`src/rtl/ptn_loader_pkg.sv`:
```
// Shared sequencer constants: loader FSM state encodings and the default frame header byte.
package ptn_loader_pkg;

  typedef enum logic [1:0] {
    ST_IDLE   = 2'd0,
    ST_LOAD   = 2'd1,
    ST_CHK    = 2'd2,
    ST_COMMIT = 2'd3
  } state_e;

  localparam logic [7:0] HDR_DEFAULT = 8'hA5;

endpackage

```
`src/rtl/ptn_idx_cnt.sv`:
```
// Entry index counter: synchronous clear to zero, increment, terminal flag at SEQ_CNT.
// Single-cycle update; clear wins over increment.
module ptn_idx_cnt #(
  parameter int BW_IDX  = 3,
  parameter int SEQ_CNT = 7
) (
  input  logic              clk_i,
  input  logic              rst_i,
  input  logic              clr_i,
  input  logic              inc_i,
  output logic [BW_IDX-1:0] idx_o,
  output logic              last_o
);

  logic [BW_IDX-1:0] idx_q, idx_d;

  always_comb begin
    idx_d = idx_q;
    if (clr_i) begin
      idx_d = '0;
    end else if (inc_i) begin
      idx_d = idx_q + 1'b1;
    end
  end

  always_ff @(posedge clk_i or posedge rst_i) begin
    if (rst_i) begin
      idx_q <= '0;
    end else begin
      idx_q <= idx_d;
    end
  end

  assign idx_o  = idx_q;
  assign last_o = (idx_q == BW_IDX'(SEQ_CNT));

endmodule

```
`src/rtl/ptn_loader.sv`:
```
// Byte-stream pattern loader: HDR, SEQ_CNT+1 entry bytes, XOR checksum; commits PTN one cycle after the checksum byte.
// DIN_READY drops only for the single COMMIT cycle, so a held DIN_VALID stream loses no bytes.
module ptn_loader
  import ptn_loader_pkg::*;
#(
  parameter int         BW_SEQ     = 4,
  parameter int         BW_TIMEOUT = 2,
  parameter int         SEQ_CNT    = 7,
  parameter int         BW_IDX     = 3,
  parameter logic [7:0] HDR        = HDR_DEFAULT
) (
  input  logic                                     CLK,
  input  logic                                     RST,
  input  logic [7:0]                               DIN,
  input  logic                                     DIN_VALID,
  output logic                                     DIN_READY,
  input  logic                                     ABORT,
  output logic [(BW_SEQ+BW_TIMEOUT)*(SEQ_CNT+1)-1:0] PTN,
  output logic                                     CLR,
  output logic                                     ERR,
  output logic                                     BUSY
);

  localparam int W = BW_SEQ + BW_TIMEOUT;

  state_e                   state_q, state_d;
  logic [SEQ_CNT:0][W-1:0]  shadow_q;
  logic [SEQ_CNT:0][W-1:0]  ptn_q;
  logic [7:0]               csum_q;
  logic                     clr_q, err_q;
  logic [BW_IDX-1:0]        idx;
  logic                     idx_last;
  logic                     acc, load_wr, commit_go, err_go, idx_clr;

  ptn_idx_cnt #(
    .BW_IDX  (BW_IDX),
    .SEQ_CNT (SEQ_CNT)
  ) u_idx_cnt (
    .clk_i  (CLK),
    .rst_i  (RST),
    .clr_i  (idx_clr),
    .inc_i  (load_wr),
    .idx_o  (idx),
    .last_o (idx_last)
  );

  always_ff @(posedge CLK or posedge RST) begin
    if (RST) begin
      state_q <= ST_IDLE;
    end else begin
      state_q <= state_d;
    end
  end

  always_comb begin
    state_d = state_q;
    if (ABORT) begin
      state_d = ST_IDLE;
    end else begin
      unique case (state_q)
        ST_IDLE:   if (acc && DIN == HDR) state_d = ST_LOAD;
        ST_LOAD:   if (acc && idx_last)   state_d = ST_CHK;
        ST_CHK:    if (acc)               state_d = (DIN == csum_q) ? ST_COMMIT : ST_IDLE;
        ST_COMMIT:                        state_d = ST_IDLE;
        default:                          state_d = ST_IDLE;
      endcase
    end
  end

  always_comb begin
    DIN_READY = (state_q != ST_COMMIT);
    BUSY      = (state_q != ST_IDLE);
    acc       = DIN_VALID && DIN_READY;
    load_wr   = (state_q == ST_LOAD) && acc && !ABORT;
    commit_go = (state_q == ST_CHK) && acc && !ABORT && (DIN == csum_q);
    err_go    = (state_q == ST_CHK) && acc && !ABORT && (DIN != csum_q);
    idx_clr   = ABORT || (state_q != ST_LOAD);
  end

  // PTN and CLR are registered on the checksum edge, so both are visible during COMMIT.
  always_ff @(posedge CLK or posedge RST) begin
    if (RST) begin
      shadow_q <= '0;
      ptn_q    <= '0;
      csum_q   <= '0;
      clr_q    <= 1'b0;
      err_q    <= 1'b0;
    end else begin
      clr_q <= commit_go;
      err_q <= err_go;
      if (ABORT || state_q == ST_IDLE) begin
        csum_q <= '0;
      end else if (load_wr) begin
        csum_q <= csum_q ^ DIN;
      end
      if (load_wr) begin
        shadow_q[idx] <= DIN[W-1:0];
      end
      if (commit_go) begin
        ptn_q <= shadow_q;
      end
    end
  end

  assign PTN = ptn_q;
  assign CLR = clr_q;
  assign ERR = err_q;

endmodule

```
`config.mk`:
```
export PLATFORM = sky130hd
export DESIGN_NAME = ptn_loader
export DESIGN_NICKNAME = d
export VERILOG_FILES = /design/src/rtl/ptn_loader_pkg.sv /design/src/rtl/ptn_idx_cnt.sv /design/src/rtl/ptn_loader.sv
export SDC_FILE = /design/constraint.sdc
export NUM_CORES = 1
export LEC_CHECK = 0
export ABC_CLOCK_PERIOD_IN_PS = 4500
export CORE_ASPECT_RATIO = 0.75
export CORE_UTILIZATION = 54
export CTS_CLUSTER_DIAMETER = 40
export CTS_CLUSTER_SIZE = 24
export DETAILED_ROUTE_END_ITERATION = 12
export GPL_ROUTABILITY_DRIVEN = 0
export PLACE_DENSITY = 0.79
export SETUP_SLACK_MARGIN = 0.15
export SLEW_MARGIN = 20
export SYNTH_ARGS = -nofsm -noshare
export SYNTH_HDL_FRONTEND = slang
export SYNTH_SLANG_ARGS = --single-unit
```
`constraint.sdc`:
```
create_clock -name CLK -period 4.5 [get_ports CLK]
set_input_delay 0.45 -clock CLK [delete_from_list [all_inputs] [get_ports CLK]]
set_output_delay 0.45 -clock CLK [all_outputs]
set_load 0.05 [all_outputs]
```
# --- After elaboration in Yosys (flattened, before gate mapping) ---
# Cells that the tools add are included.
word_totals:
  word_cells: 68
  mem_bits_rw: 0
  rom_bits: 0
  output_inout_bits: 52
  memories: 0
  ff_bits: 111
  input_bits: 12
  latchBits: 0
op_classes:
  n_reduce_logical: 18
  n_addsub: 1
  n_lt_le_gt_ge: 2
  bitwise_logic: 1
  shifts: 0
  multipliers: 0
  n_eq_ne: 12
  div_mod_pow: 0
  n_mux: 13
ops:
  columns: ["op", "count"]
  rows:
  - ["48-bit bitwise mux", 1]
  - ["6-bit demux with 3-bit select", 1]
  - ["8-bit 2-to-1 mux", 2]
  - ["1-bit logical AND", 10]
  - ["2-bit 2-to-1 mux", 5]
  - ["3-bit != test (second input constant)", 3]
  - ["8-bit == test", 1]
  - ["8-bit == test (second input constant)", 1]
  - ["8-bit != test", 1]
  - ["2-bit one-hot mux with 4 select lines", 1]
  - ["8-bit XOR", 1]
  - ["3-bit 2-to-1 mux", 2]
  - ["6-bit 2-to-1 mux", 1]
  - ["2-bit nonzero test", 3]
  - ["2-bit == test (second input constant)", 2]
  - ["3-bit by 4-bit < comparator with 1-bit output (second input constant)", 1]
  - ["3-bit by 1-bit adder with 3-bit output (second input constant)", 1]
  - ["3-bit == test (second input constant)", 1]
  - ["3-bit by 1-bit >= comparator with 1-bit output (second input constant)", 1]
  - ["3-bit AND reduction", 1]
  - ["2-bit by 1-bit == test with 1-bit output (second input constant)", 1]
  - ["2-bit logical NOT", 1]
  - ["1-bit logical OR", 2]
  - ["2-bit by 1-bit != test with 1-bit output (second input constant)", 1]
  - ["2 further kinds", 2]

# --- Depth between registers and ports, before layout ---
# Gate-level depths: netlist (run 1).
depth:
  ltp_word: 6
  depth_mapped: 7
  ltp_nobuf: 6

# --- By module ---
# From an unflattened synthesis (run 1), not the netlist that was laid out.
hier_totals:
  cells_unflattened: 303
  area_unflattened_um2: 4569.4
modules_own_cells:
  columns: ["module", "cells_per_inst", "seq_area_each_um2", "area_each_um2", "instances"]
  rows:
  - ["ptn_loader", 291, 2702.6, 4425.5, 1]
  - ["ptn_idx_cnt", 12, 75.1, 143.9, 1]

# --- Least setup slack after synthesis (run 1) ---
# No wires, ideal clock.
synth_path:
  kind: "in2reg"
  startpoint: "input port DIN_VALID"
  endpoint: "register shadow_q[25] in the netlist's numbering"
  path_slack_ns: 2.593
  required_time_ns: 4.375
  setup_time_ns: 0.125
  arrival_time_ns: 1.782
  n_path_buf: 2
  cell_stages: 5
  path_cell_list: "buf_2 -> nand4bb_1 -> buf_2 -> nor4b_4 -> mux2_2"
synth_via:
  elab_chain_len: 3
synth_rtl:
  columns: ["element", "line_no", "rtl"]
  rows:
  - ["start: declaration", "ptn_loader.sv:15", "input logic DIN_VALID,"]
  - ["1-bit logical AND", "ptn_loader.sv:73", "acc = DIN_VALID && DIN_READY;"]
  - ["1-bit logical AND (2 in a row)", "ptn_loader.sv:74", "load_wr = (state_q == ST_LOAD) && acc && !ABORT;"]
  - ["end signal: indexed assignment", "ptn_loader.sv:97", "shadow_q[idx] <= DIN[W-1:0];"]
  - ["end: declaration", "ptn_loader.sv:27", "logic [SEQ_CNT:0][W-1:0] shadow_q;"]
# Every way passes these cells.
# A chain may end at the register's enable or synchronous reset.

# --- Worst setup path in the final report (run 1) ---
layout_path:
  startpoint: "input port DIN[3]"
  endpoint: "register ptn_q (netlist bit PTN[27])"
layout_via:
  elab_chain_len: 2
layout_rtl:
  columns: ["element", "line_no", "rtl"]
  rows:
  - ["start: declaration", "ptn_loader.sv:14", "input logic [7:0] DIN,"]
  - ["8-bit == test", "ptn_loader.sv:75", "commit_go = (state_q == ST_CHK) && acc && !ABORT && (DIN == csum_q);"]
  - ["1-bit logical AND", "ptn_loader.sv:75", null]
  - ["end signal: assignment", "ptn_loader.sv:100", "ptn_q <= shadow_q;"]
  - ["end: declaration", "ptn_loader.sv:28", "logic [SEQ_CNT:0][W-1:0] ptn_q;"]
# Every way passes these cells.

==> metrics.md, run 1 <==
| Metric | Value |
|---|---|
| Run status | `completed` |
| Core area | `8090 µm²` |
| # Post-CTS Setup Buffers | `0` |
| Gates resized, CTS repair | `0` |
| DRC Markers | `0` |
| Max Transition Viols Final | `0` |
| N_diodes | `0` |
| Via density | `5.56` |
| Antenna violations before repair | `0` |
| CTS Root Cell | `clkbuf_16` |
| DIE HEIGHT | `82.1 µm` |
| DR vias | `2646` |
| DP Area | `5340 µm²` |
| Register area share after synthesis | `60.1%` |
| Async SR Flop Fraction | `100%` |
| Largest stage delay on the critical path | `0.85 ns` |
| Routed WL | `8710 µm` |
| Worst hold slack | `0.480 ns` |
| #FFs+latches synth | `111` |
| Row count | `28` |
| Slew margin rel. | `31.0%` |
| Pre-antenna DRT Iters | `4` |
| Element type at the critical path end | `register` |
| Non-filler instance count after layout | `476` |
| Ys flop type | `dfrtp_1` |
| First-pass GRT wire length | `14200 µm` |
| Hold buffer count at CTS | `0` |
| Setup crit start kind | `input pin` |
| Overall Global Routing Usage | `21.7%` |
| Top Ports | `64` |
| Syn Inst Count | `304` |
| Yosys cell types | `39` |
| Die W | `109 µm` |
| Drt wl/cell | `18.3 µm` |
| Share of cells above drive strength 1 | `14.6%` |
| Buffer levels on the longest clock path | `2` |
| # setup viols final | `0` |
| Maxcap violations | `0` |
| Min-delay worst type | `register to register` |
| Inst Count DP | `460` |
| Dpl hpwl | `5580 µm` |
| Worst slew pin tran | `1.03 ns` |
| CP Max Fanout | `37` |
| Synth area leaders | `dfrtp_1, mux2_1, mux2_2` |
| Cell Area, Synth | `4620 µm²` |
| Peak supply drop | `0.225 mV` |
| # fillers | `586` |
| Top-area cell type share of the netlist area | `60.1%` |
| Leak | `2.90 nW` |
| H-tree levels | `3` |
| Syn_nets | `318` |
| Post-layout util | `69.5%` |
| I/O Buffers | `63` |
| Syn avg cell area | `15.2 µm²` |
| P per Cell Area | `353 nW/µm²` |
| DIE AREA | `8930 µm²` |
| Crit path DAT | `3.47 ns` |
| Initial drt markers | `97` |
| CTS tree | `done` |
| RSZ-0062 raised after global routing | `false` |
| Multi-input logic area | `1740 µm²` |
| Layout Nets | `380` |
| Crit-path cells | `clkdlybuf4s50_1 > xor2_1 > nor4_4 > nand3_2 > buf_4 > mux2_1` |
| Synth Warn # | `0` |
| Initial core utilization | `57.1%` |
| Total negative slack | `0 ns` |
| Reg area | `2780 µm²` |
| Final worst clock skew | `0.00764 ns` |
| FMAX | `308 MHz` |
| Final min period | `3.24 ns` |
| Antenna viol nets, final | `0` |
| Critical path class | `input pin to register` |
| Synth-to-Final Area Change | `21.7%` |
| Worst Path Required | `4.73 ns` |
| Final period utilization | `72.1%` |
| Place WS | `0.874 ns` |
| Num CTS Buffers | `9` |
| # clock sinks | `111` |
| Total grt overflow | `0` |
| Top-count cell post-synth | `dfrtp_1` |
| Post-synth EDFFs | `0` |
| CP max-delay cell | `nand3_2` |
| Yosys top cell by area | `dfrtp_1` |
| Finished layout cell area | `5620 µm²` |
| Final worst slack | `1.26 ns` |
| Largest net degree at the start of global routing | `87` |
| Worst-path clk slew | `0.07 ns` |
| Pwr Total | `1.99 mW` |
| Worst-Skew Late Latency | `0.35 ns` |
| Top post-synthesis cells by count | `dfrtp_1, mux2_1, mux2_2` |
| Fin. Hold Viols | `0` |
| Vias in the first global route | `2718` |
[flip-flops by register name, summed over array words and instances (netlist names)]
signal	flops
CLR	1
ERR	1
PTN	48
csum_q	8
shadow_q	48
state_q	2
u_idx_cnt.idx_o	3
[worst max-delay path: cells and delay by family]
kind,cells,cell delay [ns]
simple gates,2,1.23
mux,1,0.33
xor+xnor,1,0.29
buf+inv,2,1.15
[cell type report]
class / count / area share (%)
Tap cell: 105 / 2.34
Sequential cell: 111 / 49.4
Multi-Input combinational cell: 170 / 30.9
Inverter: 6 / 0.489
Clock inverter: 6 / 0.934
Timing Repair Buffer: 68 / 11.9
Clock buffer: 10 / 4.07
[cell families after synthesis]
group / synth area share [%]
buffers and inverters: 2.27
AO/OA/AOI/OAI: 3.20
AND/OR/NAND/NOR: 8.34
adder cells (fa/ha/maj): 0.541
flip-flops: 60.1
multiplexers: 23.8
XOR/XNOR: 1.71
[metal layers]
layer  global-route usage (%)  up-vias  share of wire (%)
met5                        0        -                  0
met4                     4.19        0               0.37
met3                     6.51        4                4.5
met2                     33.7       65                 45
met1                     30.7     1363                 50
li1                         -     1214                  -
[final timing paths]
kind / startpoint / endpoint / slack (ns) / cells past startpoint
min: shadow_q[35] / PTN[35] / 0.48 / 1
max: DIN[3] / PTN[27] / 1.26 / 6
max in group asynchronous: RST / csum_q[7] / 2.99 / 3
min in group asynchronous: RST / shadow_q[14] / 0.60 / 2
min reg2reg: shadow_q[35] / PTN[35] / 0.48 / 1
max reg2reg: csum_q[7] / PTN[27] / 1.72 / 5
[power breakdown]
part	internal [mW]	switching [mW]
combinational	0.0653	0.0867
sequential	1.04	0.0361
clock	0.385	0.372
[cells in the final DEF (no fill, tap or decap), types with 2 or more instances in the layout]
cell             instances
inv_1                    4
xor2_1                   8
mux2i_1                  2
nand2_1                  2
clkinv_2                 2
nor4b_4                  2
dfrtp_1                111
inv_6                    4
buf_4                    5
nor3b_1                  8
nand3_2                  2
nand4bb_1                2
nor2_1                   4
clkdlybuf4s50_1         63
nor4_4                   2
nand3_1                  2
o21ai_0                  9
ha_1                     2
a21oi_1                  4
clkbuf_16                9
nand4b_4                 2
a21o_1                   8
mux2_1                  79
mux2_2                  17
(Power assumes the default switching activity.)
==> run 2, diff against run 1 <==
--- a/config.mk
+++ b/config.mk
@@ -5,7 +5,7 @@
 export SDC_FILE = /design/constraint.sdc
 export NUM_CORES = 1
 export LEC_CHECK = 0
-export ABC_CLOCK_PERIOD_IN_PS = 4500
+export ABC_CLOCK_PERIOD_IN_PS = 3150
 export CORE_ASPECT_RATIO = 0.75
 export CORE_UTILIZATION = 54
 export CTS_CLUSTER_DIAMETER = 40
==> constraint.sdc (replaced) <==
create_clock -name CLK -period 3.15 [get_ports CLK]
set_input_delay 0.315 -clock CLK [delete_from_list [all_inputs] [get_ports CLK]]
set_output_delay 0.315 -clock CLK [all_outputs]
set_load 0.05 [all_outputs]
==> run 2 against run 1 <==
  * Via count increased by 2.2%
  * Final cell count increased by 1.3%
  * Critical path type unchanged
  * Largest power group unchanged
  * Clock skew increased by 0.0020 ns
  * Clock power is 47% higher
  * Non-clock buffer count up 7
==> metrics.md, run 2 (synthesized netlist as in run 1, its figures left out) <==
| Metric | Value |
|---|---|
| Worst Path Required | `3.37 ns (-1.36 ns)` |
| H-tree levels | `3 (unchanged)` |
| Vias in the first global route | `2709 (-0.33%)` |
| Largest net degree at the start of global routing | `50 (-43%)` |
| DIE AREA | `8930 µm² (unchanged)` |
| Max Transition Viols Final | `0 (unchanged)` |
| DR vias | `2705 (+2.2%)` |
| Post-layout util | `70.4% (+0.87 points)` |
| CP Max Fanout | `9 (-76%)` |
| # Post-CTS Setup Buffers | `0 (unchanged)` |
| Buffer levels on the longest clock path | `2 (unchanged)` |
| Total negative slack | `0 ns (unchanged)` |
| I/O Buffers | `63 (unchanged)` |
| Element type at the critical path end | `register` |
| Share of cells above drive strength 1 | `15.6% (+1.1 points)` |
| N_diodes | `0 (unchanged)` |
| Routed WL | `8790 µm (+0.85%)` |
| Overall Global Routing Usage | `22.3% (+0.62 points)` |
| Gates resized, CTS repair | `0 (unchanged)` |
| CTS Root Cell | `clkbuf_16` |
| CTS tree | `done` |
| Core area | `8090 µm² (unchanged)` |
| First-pass GRT wire length | `14500 µm (+2.0%)` |
| DIE HEIGHT | `82.1 µm (unchanged)` |
| Row count | `28 (unchanged)` |
| Initial core utilization | `57.1% (unchanged)` |
| # clock sinks | `111 (unchanged)` |
| Synth-to-Final Area Change | `23.2%` |
| Top Ports | `64 (unchanged)` |
| Layout Nets | `387 (+1.8%)` |
| Slew margin rel. | `54.5% (+23 points)` |
| RSZ-0062 raised after global routing | `false` |
| # setup viols final | `0 (unchanged)` |
| Num CTS Buffers | `9 (unchanged)` |
| Setup crit start kind | `input pin` |
| Run status | `completed` |
| Pre-antenna DRT Iters | `4 (unchanged)` |
| Maxcap violations | `0 (unchanged)` |
| # fillers | `569 (-2.9%)` |
| Min-delay worst type | `input pin to async pin` |
| P per Cell Area | `505 nW/µm² (+43%)` |
| Final period utilization | `74.9%` |
| FMAX | `424 MHz` |
| Via density | `5.61 (+0.96%)` |
| DRC Markers | `0 (unchanged)` |
| Most frequent cells in the layout | `dfrtp_1, mux2_1, clkdlybuf4s50_1` |
| Hold buffer count at CTS | `0 (unchanged)` |
| Final worst clock skew | `0.00963 ns (+0.00200 ns)` |
| Initial drt markers | `100 (+3.1%)` |
| Dpl hpwl | `5810 µm (+4.0%)` |
| Die W | `109 µm (unchanged)` |
| Leading cell type in the layout, fill and taps excluded | `dfrtp_1` |
| Worst slew pin tran | `0.683 ns (-0.350 ns)` |
| Worst-path clk slew | `0.07 ns (about the same)` |
| Drt wl/cell | `18.2 µm (-0.41%)` |
| Leak | `2.93 nW (+1.1%)` |
| Critical path class | `input pin to register` |
| Antenna violations before repair | `0 (unchanged)` |
| Final min period | `2.36 ns` |
| Fin. Hold Viols | `0 (unchanged)` |
| Total grt overflow | `0 (unchanged)` |
| Worst-Skew Late Latency | `0.34 ns (about the same)` |
| Peak supply drop | `0.331 mV (+47%)` |
| Crit path DAT | `2.58 ns (-0.89 ns)` |
| Antenna viol nets, final | `0 (unchanged)` |
==> run 2: cell types whose count changed in the layout (fill, tap and decap cells not counted), sizes merged <==
cell,delta
buf,+7
inv,-3
clkinv,-2
clkinvlp,+2
bufinv,+1
clkbuf,+1
==> run 2: power breakdown <==
part	switching [mW]	internal [mW]	total, mW
Clock	0.489	0.617	1.11
Combinational	0.129	0.102	0.231
Sequential	0.0468	1.49	1.54
==> run 2: critical path, cell delays in order <==
cell	delay, ns
clkdlybuf4s50_1	0.74
nand4bb_1	0.50
nor4b_4	0.62
mux2_2	0.40
==> run 2: worst paths after layout <==
kind	endpoint	cells after the start	start	slack, ns
setup / recovery	shadow_q[29]	4	DIN_VALID	0.79
hold / removal	csum_q[2]	2	RST	0.39
setup reg to reg	shadow_q[29]	3	state_q[1]	1.00
hold reg to reg	PTN[22]	1	shadow_q[22]	0.48
max in group asynchronous	PTN[36]	3	RST	2.09
min in group CLK	PTN[22]	1	shadow_q[22]	0.48
==> run 2: final cells by class <==
| type | instances | area, µm² | area share [%] |
|---|---|---|---|
| Timing Repair Buffer | 75 | 733 | 12.9 |
| Tap cell | 105 | 131 | 2.31 |
| Multi-Input combinational cell | 170 | 1740 | 30.5 |
| Inverter | 6 | 26.3 | 0.461 |
| Clock buffer | 11 | 233 | 4.09 |
| Clock inverter | 4 | 55.1 | 0.967 |
| Sequential cell | 111 | 2780 | 48.8 |
==> run 2: metal layers <==
layer  part of all wire (%)  vias to the layer above  wire length [µm]  global-route usage, %
met5                      0                        -                 0                      0
met4                   0.69                        0                61                   4.32
met3                    4.7                        5               411                   6.28
met2                     47                       66              4130                   34.9
met1                     48                     1415              4190                   31.6
li1                       -                     1219                 -                      -
==> run 2: metrics by stage <==
step           hold WS, ns  power [mW]  cells  cell area, µm²  setup WS [ns]
4_1_cts              0.409        2.91    482            5690          0.866
3_5_place_dp         0.471        1.80    467            5410          0.547
5_1_grt              0.448        2.98    482            5690          0.682
3_3_place_gp         0.464        1.78    467            5410          0.674
2_1_floorplan        0.414        1.71    304            4620           1.37
6_report             0.390        2.87    482            5690          0.792
==> run 3, diff against run 2 <==
--- a/config.mk
+++ b/config.mk
@@ -5,14 +5,14 @@
 export SDC_FILE = /design/constraint.sdc
 export NUM_CORES = 1
 export LEC_CHECK = 0
-export ABC_CLOCK_PERIOD_IN_PS = 3150
+export ABC_CLOCK_PERIOD_IN_PS = 2100
 export CORE_ASPECT_RATIO = 0.75
-export CORE_UTILIZATION = 54
+export CORE_UTILIZATION = 49
 export CTS_CLUSTER_DIAMETER = 40
 export CTS_CLUSTER_SIZE = 24
 export DETAILED_ROUTE_END_ITERATION = 12
 export GPL_ROUTABILITY_DRIVEN = 0
-export PLACE_DENSITY = 0.79
+export PLACE_DENSITY = 0.76
 export SETUP_SLACK_MARGIN = 0.15
 export SLEW_MARGIN = 20
 export SYNTH_ARGS = -nofsm -noshare
==> constraint.sdc (replaced) <==
create_clock -name CLK -period 2.1 [get_ports CLK]
set_input_delay 0.21 -clock CLK [delete_from_list [all_inputs] [get_ports CLK]]
set_output_delay 0.21 -clock CLK [all_outputs]
set_load 0.05 [all_outputs]
==> run 3 against run 2 <==
  * Clock-buffer cell count unchanged
  * Power increased by 47%
  * Largest power group unchanged
  * First-iteration DRC count fell by 12%
  * Clock power grew 41%
  * Critical path depth unchanged
  * Design area is 2.1% higher
  * Global-route usage fell by 2.6 points
  * Sequential cell count is the same
  * Highest routed layer unchanged
==> metrics.md, run 3 (synthesized netlist as in run 1, its figures left out) <==
| Metric | Value |
|---|---|
| Run status | `completed` |
| CTS Root Cell | `clkbuf_16` |
| Psw | `0.987 mW (+49%)` |
| CTS tree | `done` |
| Routed WL | `8720 µm (-0.75%)` |
| GR Util met3 | `4.38% (-1.9 points)` |
| Pre-antenna DRT Iters | `4 (unchanged)` |
| Element type at the critical path end | `register` |
| Worst Path Required | `2.31 ns (-1.06 ns)` |
| Via density | `5.25 (-6.5%)` |
| Min-delay worst type | `input pin to async pin` |
| Die W | `114 µm (+4.9%)` |
| Slew margin rel. | `59.8% (+5.3 points)` |
| Worst slew pin tran | `0.604 ns (-0.0792 ns)` |
| # clock sinks | `111 (unchanged)` |
| Net Sw Frac | `23.4% (+0.28 points)` |
| Reg power frac | `54.4% (+0.9 points)` |
| Max Transition Viols Final | `0 (unchanged)` |
| Buffer levels on the longest clock path | `2 (unchanged)` |
| First-pass GRT wire length | `14500 µm (about the same)` |
| Worst-Skew Late Latency | `0.34 ns (about the same)` |
| DIE HEIGHT | `86.1 µm (+4.9%)` |
| Reg-to-Reg End | `shadow_q[20]` |
| Layout Nets | `398 (+2.8%)` |
| Post-layout util | `64.0% (-6.4 points)` |
| Final worst clock skew | `0.0105 ns (+0.000826 ns)` |
| Setup crit start kind | `register` |
| Most frequent cells in the layout | `dfrtp_1, mux2_1, clkdlybuf4s50_1` |
| Met2 Use GR | `30.4% (-4.5 points)` |
| Place WS | `0.0412 ns (-0.505 ns)` |
| Worst-path clk slew | `0.07 ns (about the same)` |
| Critical path class | `register to register` |
| Overall Global Routing Usage | `19.7% (-2.6 points)` |
| Leak | `3.00 nW (+2.1%)` |
| Clock share of power | `37.0% (-1.5 points)` |
| Initial core utilization | `50.9% (-6.2 points)` |
| Dpl hpwl | `5660 µm (-2.6%)` |
| Int Pwr | `3.23 mW (+46%)` |
| Fin. Hold Viols | `0 (unchanged)` |
| Crit path DAT | `2.08 ns (-0.50 ns)` |
| Reg2reg path depth | `4 (+1)` |
| Leading cell type in the layout, fill and taps excluded | `dfrtp_1` |
| Core area | `9080 µm² (+12%)` |
| Total grt overflow | `0 (unchanged)` |
| H-tree levels | `3 (unchanged)` |
| I/O Buffers | `63 (unchanged)` |
| Final min period | `1.87 ns` |
| Top Ports | `64 (unchanged)` |
| CP Max Fanout | `9 (unchanged)` |
| Maxcap violations | `0 (unchanged)` |
| # setup viols final | `0 (unchanged)` |
| Initial drt markers | `88 (-12%)` |
| Worst-case register-to-register setup slack | `0.23 ns (-0.77 ns)` |
| Synth-to-Final Area Change | `25.8%` |
| Grt met1 use | `27.6% (-4.0 points)` |
| Busiest grt layer | `met2` |
| Final worst slack | `0.231 ns (-0.560 ns)` |
| P per Cell Area | `725 nW/µm² (+44%)` |
| Row count | `30 (+7.1%)` |
| Antenna viol nets, final | `0 (unchanged)` |
| Largest net degree at the start of global routing | `112 (+120%)` |
| Final period utilization | `89.0%` |
| RSZ-0062 raised after global routing | `true` |
| Total negative slack | `0 ns (unchanged)` |
| Peak supply drop | `0.401 mV (+21%)` |
| Combinational power share | `8.6% (+0.6 points)` |
| FMAX | `535 MHz` |
| Drt wl/cell | `16.9 µm (-7.3%)` |
| # Post-CTS Setup Buffers | `0 (unchanged)` |
| DIE AREA | `9830 µm² (+10%)` |
| N_diodes | `0 (unchanged)` |
| Pwr Total | `4.22 mW (+47%)` |
| Reg2reg start | `state_q[1]` |
| Num CTS Buffers | `9 (unchanged)` |
| Vias in the first global route | `2858 (+5.5%)` |
| DRC Markers | `0 (unchanged)` |
| DR vias | `2708 (+0.11%)` |
| Share of cells above drive strength 1 | `18.3% (+2.6 points)` |
| Antenna violations before repair | `0 (unchanged)` |
## run 3: cell type report
| class | count | area (µm²) |
|---|---|---|
| timing repair buffer | 86 | 830 |
| tap | 128 | 160 |
| multi-input combinational | 170 | 1750 |
| fill | 715 | 3270 |
| clock inverter | 4 | 30.0 |
| sequential | 111 | 2780 |
| inverter | 6 | 26.3 |
| clock buffer | 11 | 243 |
## run 3: metrics by stage
step | hold WS (ns) | cell area [µm²] | cells
after floorplan | 0.309 | 4620 | 304
after global placement | 0.462 | 5530 | 501
after detailed placement | 0.469 | 5530 | 501
after CTS | 0.418 | 5800 | 516
after global routing | 0.443 | 5810 | 516
final | 0.355 | 5810 | 516
## run 3: routing by layer
layer  share of wire [%]  vias to the layer above  wire length [µm]
met5                   0                        -                 0
met4                 1.4                        0               119
met3                 5.1                       10               449
met2                  45                       80              3940
met1                  48                     1378              4210
li1                    -                     1240                 -
## run 3: worst max path at each step
stage	from	end	slack [ns]	depth (start not counted)
2_1_floorplan	state_q[1]	shadow_q[25]	0.32	4
3_3_place_gp	ABORT	shadow_q[7]	0.08	5
3_5_place_dp	DIN[3]	PTN[26]	0.04	6
4_1_cts	state_q[1]	DIN_READY	0.16	2
5_1_grt	state_q[1]	shadow_q[22]	0.15	4
6_report	state_q[1]	shadow_q[20]	0.23	4
## run 3: critical path, stage by stage (launching register included)
cell	delay, ns
dfrtp_1	0.47
or3b_4	0.45
nor2_4	0.25
nand4b_4	0.21
mux2_1	0.35
## run 3: timing repair
item                       4_1_cts  5_1_grt
hold buffers                     0        0
setup endpoints to repair        1        3
resized for setup                1        2
## run 3: power by group through the flow
| stage | combinational [mW] | sequential [mW] | clock, mW |
|---|---|---|---|
| 2_1_floorplan | 0.243 | 2.32 | 0 |
| 3_3_place_gp | 0.356 | 2.33 | 0 |
| 3_5_place_dp | 0.367 | 2.34 | 0 |
| 4_1_cts | 0.365 | 2.29 | 1.61 |
| 5_1_grt | 0.399 | 2.31 | 1.68 |
| 6_report | 0.362 | 2.29 | 1.56 |
